## config.mk

```make
export PLATFORM = sky130hd
export DESIGN_NAME = e_q_clk_gen_flat
export DESIGN_NICKNAME = d
export VERILOG_FILES = /design/src/rtl/e_q_clk_gen_pkg.sv /design/src/rtl/e_q_clk_gen_if.sv /design/src/rtl/e_q_clk_gen_mrdy_sync.sv /design/src/rtl/e_q_clk_gen.sv /design/src/flat_wrapper.sv
export SDC_FILE = /design/constraint.sdc
export NUM_CORES = 1
export LEC_CHECK = 0
export ABC_CLOCK_PERIOD_IN_PS = 4100
export CORE_MARGIN = 4
export CORE_UTILIZATION = 40
export DETAILED_ROUTE_END_ITERATION = 16
export HOLD_SLACK_MARGIN = 0.03
export MAX_ROUTING_LAYER = met4
export SLEW_MARGIN = 20
export SYNTH_ARGS = -nofsm -noshare
export SYNTH_HDL_FRONTEND = slang
export SYNTH_SLANG_ARGS = --single-unit
```

## constraint.sdc

```tcl
create_clock -name i_clk -period 4.1 [get_ports i_clk]
set_clock_uncertainty 0.05 [all_clocks]
set_input_delay 0.82 -clock i_clk [delete_from_list [all_inputs] [get_ports i_clk]]
set_output_delay 0.82 -clock i_clk [all_outputs]
set_load 0.02 [all_outputs]
```

## src/rtl/e_q_clk_gen_pkg.sv

```systemverilog
// Shared encodings for the 6809 E/Q bus-clock generator.
// Phase codes, FSM state type and counter-width helper.
package eq_clk_pkg;

  localparam logic [1:0] PH0 = 2'd0;
  localparam logic [1:0] PH1 = 2'd1;
  localparam logic [1:0] PH2 = 2'd2;
  localparam logic [1:0] PH3 = 2'd3;

  typedef enum logic {
    IDLE = 1'b0,
    RUN  = 1'b1
  } state_t;

  function automatic int cnt_width(input int q);
    return (q < 2) ? 1 : $clog2(q);
  endfunction

endpackage

```

## src/rtl/e_q_clk_gen_if.sv

```systemverilog
// Control and clock-output bundle of the E/Q generator.
// master = the clock generator, slave = the bus-side user.
interface e_q_clk_gen_if;

  logic       i_run;
  logic       i_mrdy_n;
  logic       o_e_clk;
  logic       o_q_clk;
  logic       o_e_rise;
  logic       o_e_fall;
  logic       o_cycle_start;
  logic       o_stretching;
  logic [1:0] o_phase;

  modport master (
    input  i_run, i_mrdy_n,
    output o_e_clk, o_q_clk, o_e_rise, o_e_fall,
    output o_cycle_start, o_stretching, o_phase
  );

  modport slave (
    output i_run, i_mrdy_n,
    input  o_e_clk, o_q_clk, o_e_rise, o_e_fall,
    input  o_cycle_start, o_stretching, o_phase
  );

endinterface

```

## src/rtl/e_q_clk_gen_mrdy_sync.sv

```systemverilog
// Two-flop MRDY synchronizer, resets to the idle (high) level.
// Only compiled when EQ_MRDY_SYNC_EN is defined.
`ifdef EQ_MRDY_SYNC_EN
module mrdy_sync (
  input  logic clk,
  input  logic rst,
  input  logic d,
  output logic q
);

  logic s0;

  // Double-register the asynchronous ready input.
  always_ff @(posedge clk) begin
    if (rst) begin
      s0 <= 1'b1;
      q  <= 1'b1;
    end else begin
      s0 <= d;
      q  <= s0;
    end
  end

endmodule
`endif

```

## src/rtl/e_q_clk_gen.sv

```systemverilog
// 6809 E/Q quadrature clock master with MRDY stretch and clean stop.
// EQ_MRDY_SYNC_EN: pass i_mrdy_n through a 2-flop synchronizer.
module e_q_clk_gen
  import eq_clk_pkg::*;
#(
  parameter int QUARTER     = 25,
  parameter int MAX_STRETCH = 8
) (
  input  logic i_clk,
  input  logic i_rst,
  e_q_clk_gen_if.master bus
);

  localparam int CW = cnt_width(QUARTER);
  localparam logic [CW-1:0] LAST = CW'(QUARTER - 1);
  localparam logic [3:0] MAX_S = 4'(MAX_STRETCH);

  state_t state, state_n;
  logic [CW-1:0] cnt, cnt_n;
  logic [1:0] phase, phase_n;
  logic [3:0] scnt, scnt_n;
  logic str, str_n;
  logic rise, rise_n;
  logic fall, fall_n;
  logic start, start_n;
  logic e_r, q_r;
  logic mrdy_n;
  logic stretch_ok;

`ifdef EQ_MRDY_SYNC_EN
  mrdy_sync u_sync (
    .clk (i_clk),
    .rst (i_rst),
    .d   (bus.i_mrdy_n),
    .q   (mrdy_n)
  );
`else
  assign mrdy_n = bus.i_mrdy_n;
`endif

  assign stretch_ok = (phase == PH3) && (cnt == LAST)
                   && !mrdy_n && (scnt < MAX_S);

  // Register state and outputs decoded from next state.
  always_ff @(posedge i_clk) begin
    if (i_rst) begin
      state <= IDLE;
      cnt   <= '0;
      phase <= PH0;
      scnt  <= '0;
      str   <= 1'b0;
      rise  <= 1'b0;
      fall  <= 1'b0;
      start <= 1'b0;
      e_r   <= 1'b0;
      q_r   <= 1'b0;
    end else begin
      state <= state_n;
      cnt   <= cnt_n;
      phase <= phase_n;
      scnt  <= scnt_n;
      str   <= str_n;
      rise  <= rise_n;
      fall  <= fall_n;
      start <= start_n;
      e_r   <= (phase_n == PH2) || (phase_n == PH3);
      q_r   <= (phase_n == PH1) || (phase_n == PH2);
    end
  end

  // Quarter counter, phase sequencing, stretch and stop decisions.
  always_comb begin
    state_n = state;
    cnt_n   = cnt;
    phase_n = phase;
    scnt_n  = scnt;
    str_n   = str;
    rise_n  = 1'b0;
    fall_n  = 1'b0;
    start_n = 1'b0;
    unique case (state)
      IDLE: begin
        cnt_n   = '0;
        phase_n = PH0;
        scnt_n  = '0;
        str_n   = 1'b0;
        if (bus.i_run) begin
          state_n = RUN;
          start_n = 1'b1;
        end
      end
      RUN: begin
        if (cnt != LAST) begin
          cnt_n = cnt + CW'(1);
        end else begin
          cnt_n = '0;
          unique case (phase)
            PH0: phase_n = PH1;
            PH1: begin
              phase_n = PH2;
              rise_n  = 1'b1;
            end
            PH2: phase_n = PH3;
            PH3: begin
              if (stretch_ok) begin
                scnt_n = scnt + 4'd1;
                str_n  = 1'b1;
              end else begin
                phase_n = PH0;
                scnt_n  = '0;
                str_n   = 1'b0;
                fall_n  = 1'b1;
                if (bus.i_run) start_n = 1'b1;
                else state_n = IDLE;
              end
            end
          endcase
        end
      end
    endcase
  end

  assign bus.o_e_clk       = e_r;
  assign bus.o_q_clk       = q_r;
  assign bus.o_e_rise      = rise;
  assign bus.o_e_fall      = fall;
  assign bus.o_cycle_start = start;
  assign bus.o_stretching  = str;
  assign bus.o_phase       = phase;

endmodule

```

## src/flat_wrapper.sv

```systemverilog
// flat-port wrapper written by rule: the top's interface ports become plain ports
module e_q_clk_gen_flat import eq_clk_pkg::*;
#(
  parameter int QUARTER     = 25,
  parameter int MAX_STRETCH = 8
)
  (i_clk, i_rst, bus_i_run, bus_i_mrdy_n, bus_o_e_clk, bus_o_q_clk, bus_o_e_rise, bus_o_e_fall, bus_o_cycle_start, bus_o_stretching, bus_o_phase);
  e_q_clk_gen_if bus_i ();
  input  logic i_clk;
  input  logic i_rst;
  input wire logic [$bits(bus_i.i_run)-1:0] bus_i_run;
  input wire logic [$bits(bus_i.i_mrdy_n)-1:0] bus_i_mrdy_n;
  output wire logic [$bits(bus_i.o_e_clk)-1:0] bus_o_e_clk;
  output wire logic [$bits(bus_i.o_q_clk)-1:0] bus_o_q_clk;
  output wire logic [$bits(bus_i.o_e_rise)-1:0] bus_o_e_rise;
  output wire logic [$bits(bus_i.o_e_fall)-1:0] bus_o_e_fall;
  output wire logic [$bits(bus_i.o_cycle_start)-1:0] bus_o_cycle_start;
  output wire logic [$bits(bus_i.o_stretching)-1:0] bus_o_stretching;
  output wire logic [$bits(bus_i.o_phase)-1:0] bus_o_phase;
  assign bus_i.i_run = bus_i_run;
  assign bus_i.i_mrdy_n = bus_i_mrdy_n;
  assign bus_o_e_clk = bus_i.o_e_clk;
  assign bus_o_q_clk = bus_i.o_q_clk;
  assign bus_o_e_rise = bus_i.o_e_rise;
  assign bus_o_e_fall = bus_i.o_e_fall;
  assign bus_o_cycle_start = bus_i.o_cycle_start;
  assign bus_o_stretching = bus_i.o_stretching;
  assign bus_o_phase = bus_i.o_phase;
  e_q_clk_gen #(.QUARTER(QUARTER), .MAX_STRETCH(MAX_STRETCH)) u_core (.i_clk(i_clk), .i_rst(i_rst), .bus(bus_i));
endmodule
```

After elaboration in Yosys (flattened, before gate mapping)
Cells that the tools add are included.
{ "totals": {"wordCells": 60, "output_inout_bits": 8, "in_bits": 4, "ff_bits": 18} }
{ "op_classes": {"n_mux": 25, "n_eq_ne": 10, "n_bitwise": 2, "order_cmp": 1, "add_sub_neg": 2, "n_reduce_logical": 10} }
{ "ops": {"columns": ["op", "count"], "rows": [
  ["$mux W1", 12],
  ["$mux W4", 3],
  ["$pmux W5 S2", 1],
  ["$eq A2 B2 Y1 const B", 4],
  ["$pmux W2 S4", 1],
  ["$pmux W4 S2", 1],
  ["$pmux W1 S2", 3],
  ["$add A5 B1 Y5 const B", 1],
  ["$eq A5 B5 Y1 const B", 1],
  ["$mux W5", 1],
  ["$ne A5 B5 Y1 const B", 1],
  ["$add A4 B1 Y4 const B", 1],
  ["$eq A2 B1 Y1 const B", 2],
  ["$lt A4 B4 Y1 const B", 1],
  ["$mux W2", 2],
  ["$ne A2 B2 Y1 const B", 2],
  ["$pmux W2 S2", 1],
  ["$reduce_or A4 Y1", 1],
  ["$logic_and A1 B1 Y1", 3],
  ["$reduce_or A3 Y1", 1],
  ["$logic_not A2 Y1", 1],
  ["$logic_or A1 B1 Y1", 2],
  ["$not A1 Y1", 2],
  ["$reduce_and A2 Y1", 1],
  ["$logic_not A1 Y1", 1]
]} }

Longest topological paths before layout
Gate-level depths: netlist (run 1).
{ "depth": {"depth_word": 10, "ltp_mapped": 9} }

Worst setup path before layout (run 1)
No wires, ideal clock.
{ "synth_timing": {"path_kind": "in2reg", "from": "input bus_i_mrdy_n", "to": "register u_core.q_r (netlist: u_core.bus.o_q_clk)", "setup_ps": 64, "required_time_ps": 3986, "stages": 5, "arrival_time_ps": 1748, "n_path_buf": 0, "path_slack_ps": 2238, "path_cell_list": "nor2_1 > nor4_2 > nor3b_1 > ha_1 > nor2_1"} }
{ "synth_between": {"elab_chain_cells": 9, "elab_cells_between_ends": 10, "classes_between": "2 x eq/ne; 4 x mux; 4 x reduce/logical"} }
{ "synth_rtl": {"columns": ["element", "line", "text"], "rows": [
  ["start: declaration", "flat_wrapper.sv:12", "input wire logic [$bits(bus_i.i_mrdy_n)-1:0] bus_i_mrdy_n;"],
  ["$logic_not A1 Y1 *", "e_q_clk_gen.sv:42", "&& !mrdy_n && (scnt < MAX_S);"],
  ["$logic_and A1 B1 Y1 * (2 in a row)", "e_q_clk_gen.sv:42", null],
  ["$mux W2 *", "e_q_clk_gen.sv:105", "if (stretch_ok) begin"],
  ["$pmux W2 S4 *", "e_q_clk_gen.sv:97", "unique case (phase)"],
  ["$mux W2 *", "e_q_clk_gen.sv:93", "if (cnt != LAST) begin"],
  ["$pmux W2 S2 *", "e_q_clk_gen.sv:81", "unique case (state)"],
  ["via u_core.phase_n[1]", "e_q_clk_gen.sv:20", "logic [1:0] phase, phase_n;"],
  ["$eq A2 B1 Y1 or $eq A2 B2 Y1 (tied branches)", "e_q_clk_gen.sv:67", "q_r <= (phase_n == PH1) || (phase_n == PH2);"],
  ["$logic_or A1 B1 Y1 *", "e_q_clk_gen.sv:67", null],
  ["end signal: assignment", "e_q_clk_gen.sv:67", null],
  ["end: declaration", "e_q_clk_gen.sv:26", "logic e_r, q_r;"]
]} }
Mark *: on every way through the listed nets, which the timed path passes. The rest lies on a longest branch.
A chain may end at the register's enable or synchronous reset.

Worst setup path after layout (run 1)
{ "layout_timing": {"from": "register u_core.phase[1] (netlist: u_core.bus.o_phase[1])", "to": "output bus_o_phase[1]"} }
{ "layout_rtl": {"columns": ["element", "line", "text"], "rows": [
  ["start: declaration", "e_q_clk_gen.sv:20", null],
  ["start signal: assignment", "e_q_clk_gen.sv:60", "phase <= phase_n;"],
  ["end: declaration", "flat_wrapper.sv:19", "output wire logic [$bits(bus_i.o_phase)-1:0] bus_o_phase;"]
]} }
No word-level cell between the ends.

==> results of run 1 <==
## cell usage in the layout (no fill, tap or decap), types with 2 or more instances in the layout
cell and n:
dfxtp_1 18, clkdlybuf4s50_1 11, nor2_1 8, inv_1 5, a21oi_1 5, ha_1 5
nand2_1 4, nand3_1 4, and3_1 3, nor3_1 3, o21ai_0 3, clkbuf_4 3
nand4b_1 2, nand2b_1 2, xor2_1 2, or4_1 2
## layer usage
metal	up-vias	part of all wire, %	GRT usage, %
met1	284	48	15.7
met5	-	0	-
met2	15	46	18.6
met4	0	1.2	6.55
met3	2	5.2	3.44
li1	318	-	-
## registers in the layout, indices dropped and copies added (netlist names)
register,flops
u_core.cnt,5
u_core.scnt,4
u_core.bus.o_cycle_start,1
u_core.state,1
u_core.bus.o_stretching,1
u_core.bus.o_phase,2
u_core.bus.o_q_clk,1
u_core.bus.o_e_rise,1
u_core.bus.o_e_fall,1
u_core.bus.o_e_clk,1
## metrics by stage
step	utilization, %	area (um^2)
3_3_place_gp	50.7	895
3_5_place_dp	50.7	895
2_1_floorplan	-	762
6_report	52.8	931
4_1_cts	52.8	931
5_1_grt	52.8	931
## worst max path at each step
stage                     depth (start not counted)  slack (ns)                  to
after floorplan                                   5        2.24  u_core.bus.o_q_clk
after global placement                            7        1.66  u_core.bus.o_e_clk
after detailed placement                          6        1.65  u_core.bus.o_q_clk
after CTS                                         1        1.86      bus_o_phase[1]
after global routing                              1        1.80      bus_o_phase[1]
final                                             1        1.87      bus_o_phase[1]
## kinds of logic (layout without fill, tap and decap cells)
group	after synthesis	count (layout)	synth area share (%)
buffers and inverters	7	20	3.61
AOI/OAI and AO/OA	14	14	11.3
DFF	18	18	47.3
adders and majority gates	5	5	8.21
and+or+nand+nor	35	35	26.1
xor gates and xnor gates	3	3	3.45
## final cells by class
class | instances | share of cell area [%]
multi-input combinational | 57 | 40.2
clock buffer | 4 | 3.90
timing repair buffer | 11 | 11.8
sequential | 18 | 38.7
inverter | 5 | 2.02
tap | 25 | 3.36
## cell usage after synthesis
cell type / instances / area [um^2]
nor2b_1: 1 / 6.26
nand2_1: 4 / 15.0
clkbuf_1: 1 / 3.75
o41ai_1: 1 / 8.76
nand3_1: 4 / 20.0
xor2_1: 2 / 17.5
and4b_1: 1 / 10.0
or4_1: 2 / 15.0
and2_1: 1 / 6.26
nand4b_1: 2 / 17.5
inv_1: 5 / 18.8
and3_1: 3 / 18.8
nor3_1: 3 / 15.0
nor3b_1: 1 / 7.51
nor2_1: 8 / 30.0
o31ai_1: 1 / 7.51
a21oi_1: 5 / 25.0
nand4_1: 1 / 6.26
nand2b_1: 2 / 12.5
o21ai_1: 1 / 5.00
o211ai_1: 1 / 7.51
nor4_2: 1 / 12.5
buf_2: 1 / 5.00
nor4_1: 1 / 6.26
a211o_1: 1 / 8.76
ha_1: 5 / 62.6
dfxtp_1: 18 / 360
o311ai_1: 1 / 8.76
o21ai_0: 3 / 15.0
xnor2_1: 1 / 8.76
## power by group
group / leakage (nW) / internal, W / total (W) / switching [W]
Sequential: 0.146 / 0.000177 / 0.000179 / 0.00000222
Combinational: 0.170 / 0.00000652 / 0.0000143 / 0.00000778
Clock: 0.0210 / 0.0000540 / 0.000106 / 0.0000524
==> out/results.ini, run 1 <==
[cts]
cts_root_buf = clkbuf_4
cts_setup_buffers = 0
clockBufferDepth = 2
cts_resized = 0
cts_buffers = 3
postCtsHoldBufs = 0
clock-sinks = 18
htree_num_levels = 1
clk_pin_slew_ns = 0.10
clk-insertion-delay-late_ns = 0.28
tritoncts = built

[yosys]
seq_area_frac_synth_pct = 47.3
netlist_area_um2 = 762
yosys_warnings = 0
avgSynthCellArea_um2 = 9.29
synth_cell_types = 30
syn_inst = 82
ys_seq_elements = 18
syn_nets = 91

[sta]
final.setup.tns_ns = 0
rsz0062_at_grt = no
setup_viol = 0
tightest_slew_ns = 0.462
hold_viol_final = 0
timing.fmax_mhz = 448
max_slew_margin_pct = 69.0
finalCritPeriodShare_pct = 54.5
hold-worst-slack_ns = 0.417
finalMaxSlewViolations = 0
final.setup.worst_slack_ns = 1.87
finalCriticalPeriod_ns = 2.23

[critical_path]
critPathMaxStageDelay_ns = 0.64
end_kind = primary output
startpoint = u_core.bus.o_phase[1]
criticalPathCategory = reg2out
worstSetupStartpointType = flip-flop
rrSetupSlack_ns = 2.05
cp.arrival_ns = 1.36
reg2regPathDepth = 8
path_delay_family = buffers and inverters
r2r_start = u_core.cnt[0]
path_cells = clkdlybuf4s50_1
worstPathRequired_ns = 3.23
crit_fanout = 7
crit_buf_inv = 1
cp_slowest_cell = clkdlybuf4s50_1
r2r-end = u_core.bus.o_e_clk

[route]
drt_first_pass_iters = 4
drc = 0
routed_wl_mm = 1.35
drt_iter0_markers = 22
vias = 619
wl_per_cell_um = 11.2
vias_per_cell = 5.16
ant_nets = 0

[place]
dp_slack_ns = 1.65
dp_cells = 116
hpwl_mm = 1.01
gp_congestion = 0.722
portBuffers = 11

[pwr]
power_w = 0.000300
peakVddDrop_mv = 0.137
power_density_mw_per_mm2 = 322
p_leak_nw = 0.337

[cells_and_area]
n_antenna_cell = 0
layout.cells.non_filler = 120
regArea_um2 = 360
fillers = 181
multiInputGateArea_um2 = 374
areaGrowthSynthToFinish_pct = 22.2
finish.net_count = 105
layout-drive-gt1-share_pct = 5.26

[global_routing]
grt_pass1_wl_mm = 2.43
grt_usage_pct = 12.6
grt_pass1_vias = 591
antenna_found_initial = 0
grt_max_degree = 13
overflow = 0

[die]
rows = 15
core_area_mm2 = 0.00176
die_y_um = 51.6
initial_core_util_pct = 43.2
fp.dieW_um = 51.6
ioPinCount = 12
dieArea_mm2 = 0.00267

[worst_hold_path]
min_from = u_core.cnt[0]
hold_end = u_core.cnt[0]
min_path_type = reg2reg
hold-path-cell-count = 1

[flow_run]
cap_viol_max_count = 0

[status]
status = completed

(Power assumes the default switching activity.)
==> run 2, diff against run 1 <==
--- a/config.mk
+++ b/config.mk
@@ -5,7 +5,7 @@
 export SDC_FILE = /design/constraint.sdc
 export NUM_CORES = 1
 export LEC_CHECK = 0
-export ABC_CLOCK_PERIOD_IN_PS = 4100
+export ABC_CLOCK_PERIOD_IN_PS = 1900
 export CORE_MARGIN = 4
 export CORE_UTILIZATION = 40
 export DETAILED_ROUTE_END_ITERATION = 16
==> constraint.sdc (replaced) <==
create_clock -name i_clk -period 1.9 [get_ports i_clk]
set_clock_uncertainty 0.05 [all_clocks]
set_input_delay 0.38 -clock i_clk [delete_from_list [all_inputs] [get_ports i_clk]]
set_output_delay 0.38 -clock i_clk [all_outputs]
set_load 0.02 [all_outputs]
==> run 2 against run 1 <==
  * Worst hold slack worse by 0.029 ns
  * Clock-buffer cell count did not move
  * Die area unchanged
  * Sequential share of layout area shrank 0.83 points
  * Global-route usage shrank 0.92 points
  * Critical endpoint unchanged
  * Clock power grew 120%
  * Critical path depth is the same
  * Core utilization is 1.3 points higher
  * Flip-flop and latch count is the same
  * Cell count grew 2.5%
==> out/results.ini, run 2 (synthesis results as in run 1) <==
[cts]
postCtsHoldBufs = 0  ; unchanged
cts_buffers = 3  ; unchanged
cts_setup_buffers = 0  ; unchanged
clk-insertion-delay-late_ns = 0.29  ; about the same
clk_pin_slew_ns = 0.10  ; about the same
clock-sinks = 18  ; unchanged
htree_num_levels = 1  ; unchanged
clockBufferDepth = 2  ; unchanged
tritoncts = built
cts_root_buf = clkbuf_4
cts_resized = 0  ; unchanged

[route]
vias_per_cell = 5.13  ; -0.55%
drc = 0  ; unchanged
drt_iter0_markers = 14  ; -36%
ant_nets = 0  ; unchanged
vias = 631  ; +1.9%
wl_met3_um = 62  ; -11%
wl_per_cell_um = 11.0  ; -2.4%
dr_wl_met2_um = 601  ; -2.4%
routed_wl_mm = 1.35  ; about the same
top_layer_used = met4
wl_met1_um = 670  ; +4.4%
drt_first_pass_iters = 4  ; unchanged

[critical_path]
worstSetupStartpointType = flip-flop
crit_buf_inv = 1  ; unchanged
worstPathRequired_ns = 1.47  ; -1.76 ns
critPathMaxStageDelay_ns = 0.65  ; about the same
path_cells = clkdlybuf4s50_1
cp.arrival_ns = 1.40  ; +0.04 ns
path_depth = 1  ; unchanged
rrSetupSlack_ns = 0.16  ; -1.89 ns
criticalPathCategory = reg2out
crit_fanout = 7  ; unchanged
end_kind = primary output
cp_slowest_cell = clkdlybuf4s50_1
reg2regPathDepth = 9  ; +1
path_delay_family = buffers and inverters

[cells_and_area]
stdcell_area_um2 = 955  ; +2.6%
most-common-layout-cells = dfxtp_1 (17), clkdlybuf4s50_1 (11), nor2_1 (8)
n_antenna_cell = 0  ; unchanged
largest_reg_flops = 5  ; unchanged
fillers = 181  ; unchanged
final_common_cell = dfxtp_1
areaGrowthSynthToFinish_pct = 25.3
layout-drive-gt1-share_pct = 9.18  ; +3.9 points
top_register = u_core.cnt
regArea_um2 = 362  ; +0.35%
multiInputGateArea_um2 = 374  ; unchanged
finish.net_count = 108  ; +2.9%

[sta]
rsz0062_at_grt = no
hold_viol_final = 0  ; unchanged
finalCritPeriodShare_pct = 96.1
tightest_slew_ns = 0.357  ; -0.105 ns
finalCriticalPeriod_ns = 1.83
max_slew_margin_pct = 76.1  ; +7.1 points
finalMaxSlewViolations = 0  ; unchanged
timing.fmax_mhz = 548
final.setup.worst_slack_ns = 0.0744  ; -1.79 ns
setup_viol = 0  ; unchanged

[pwr]
p_sw_share_pct = 21.1  ; +0.31 points
seq_power_share_pct = 59.4  ; -0.4 points
p_switching_w = 0.000138  ; +120%
power_density_mw_per_mm2 = 683  ; +110%
power_frac_comb_pct = 4.9  ; about the same
peakVddDrop_mv = 0.422  ; +210%
intPower_w = 0.000515  ; +120%
power_frac_clock_pct = 35.7  ; +0.3 points
p_leak_nw = 0.352  ; +4.4%

[die]
initial_core_util_pct = 43.2  ; unchanged
core_area_mm2 = 0.00176  ; unchanged
rows = 15  ; unchanged
dieArea_mm2 = 0.00267  ; unchanged
ioPinCount = 12  ; unchanged
die_y_um = 51.6  ; unchanged
fp.dieW_um = 51.6  ; unchanged

[place]
portBuffers = 11  ; unchanged
dp_slack_ns = -0.0861  ; -1.74 ns
hpwl_mm = 1.01  ; -0.18%
dpl_cell_area_um2 = 917  ; +2.5%
gp_congestion = 0.681  ; -5.7%

[flow_run]
cap_viol_max_count = 0  ; unchanged

[global_routing]
grt_usage_pct = 11.7  ; -0.92 points
overflow = 0  ; unchanged
grt_max_degree = 11  ; -2
grt_pass1_wl_mm = 2.24  ; -7.7%
antenna_found_initial = 0  ; unchanged
grt_pass1_vias = 565  ; -4.4%

[worst_hold_path]
hold-path-cell-count = 1  ; unchanged
min_path_type = reg2reg

[status]
status = completed

run 2: cell types whose count changed in the layout (fill, tap and decap cells not counted), sizes merged:
cell,delta
buf,+3
run 2: layout make-up:
cell class | count | share of cell area [%]
multi-input cells | 57 | 39.2
flip-flops and latches | 18 | 37.9
repair buffers | 14 | 13.9
clock buffers | 4 | 3.80
well taps | 25 | 3.28
inverters | 5 | 1.97
run 2: power by group through the flow:
| stage | sequential (W) | combinational, W | clock (W) |
|---|---|---|---|
| global placement | 0.000396 | 0.0000320 | 0 |
| finish | 0.000388 | 0.0000318 | 0.000233 |
| CTS | 0.000387 | 0.0000321 | 0.000243 |
| global route | 0.000389 | 0.0000353 | 0.000258 |
| detailed placement | 0.000396 | 0.0000321 | 0 |
| floorplan | 0.000396 | 0.0000162 | 0 |
run 2: final timing paths:
path                                            start            endpoint
worst max-delay path            u_core.bus.o_phase[1]      bus_o_phase[1]
worst max register to register          u_core.cnt[0]  u_core.bus.o_e_clk
worst min register to register          u_core.cnt[0]       u_core.cnt[0]
worst min-delay path                    u_core.cnt[0]       u_core.cnt[0]
run 2: metal layers:
metal	vias to the layer above	track usage, %
met2	13	17.6
met4	0	6.55
li1	326	-
met3	2	2.58
met5	-	-
met1	290	14.5
run 2: metrics by stage:
step | hold WS (ns) | power [W] | util (%) | setup TNS (ns) | instances
2_1_floorplan | 0.380 | 0.000413 | - | 0 | 82
4_1_cts | 0.431 | 0.000662 | 54.0 | 0 | 123
3_3_place_gp | 0.398 | 0.000428 | 52.0 | -0.110 | 119
6_report | 0.388 | 0.000652 | 54.1 | 0 | 123
3_5_place_dp | 0.407 | 0.000428 | 52.0 | -0.162 | 119
5_1_grt | 0.410 | 0.000683 | 54.1 | 0 | 123
==> run 3, diff against run 2 <==
--- a/config.mk
+++ b/config.mk
@@ -11,6 +11,7 @@
 export DETAILED_ROUTE_END_ITERATION = 16
 export HOLD_SLACK_MARGIN = 0.03
 export MAX_ROUTING_LAYER = met4
+export SKIP_LAST_GASP = 1
 export SLEW_MARGIN = 20
 export SYNTH_ARGS = -nofsm -noshare
 export SYNTH_HDL_FRONTEND = slang
==> results of run 3 <==
No change in the layout: final DEF, timing and power equal those of run 2.
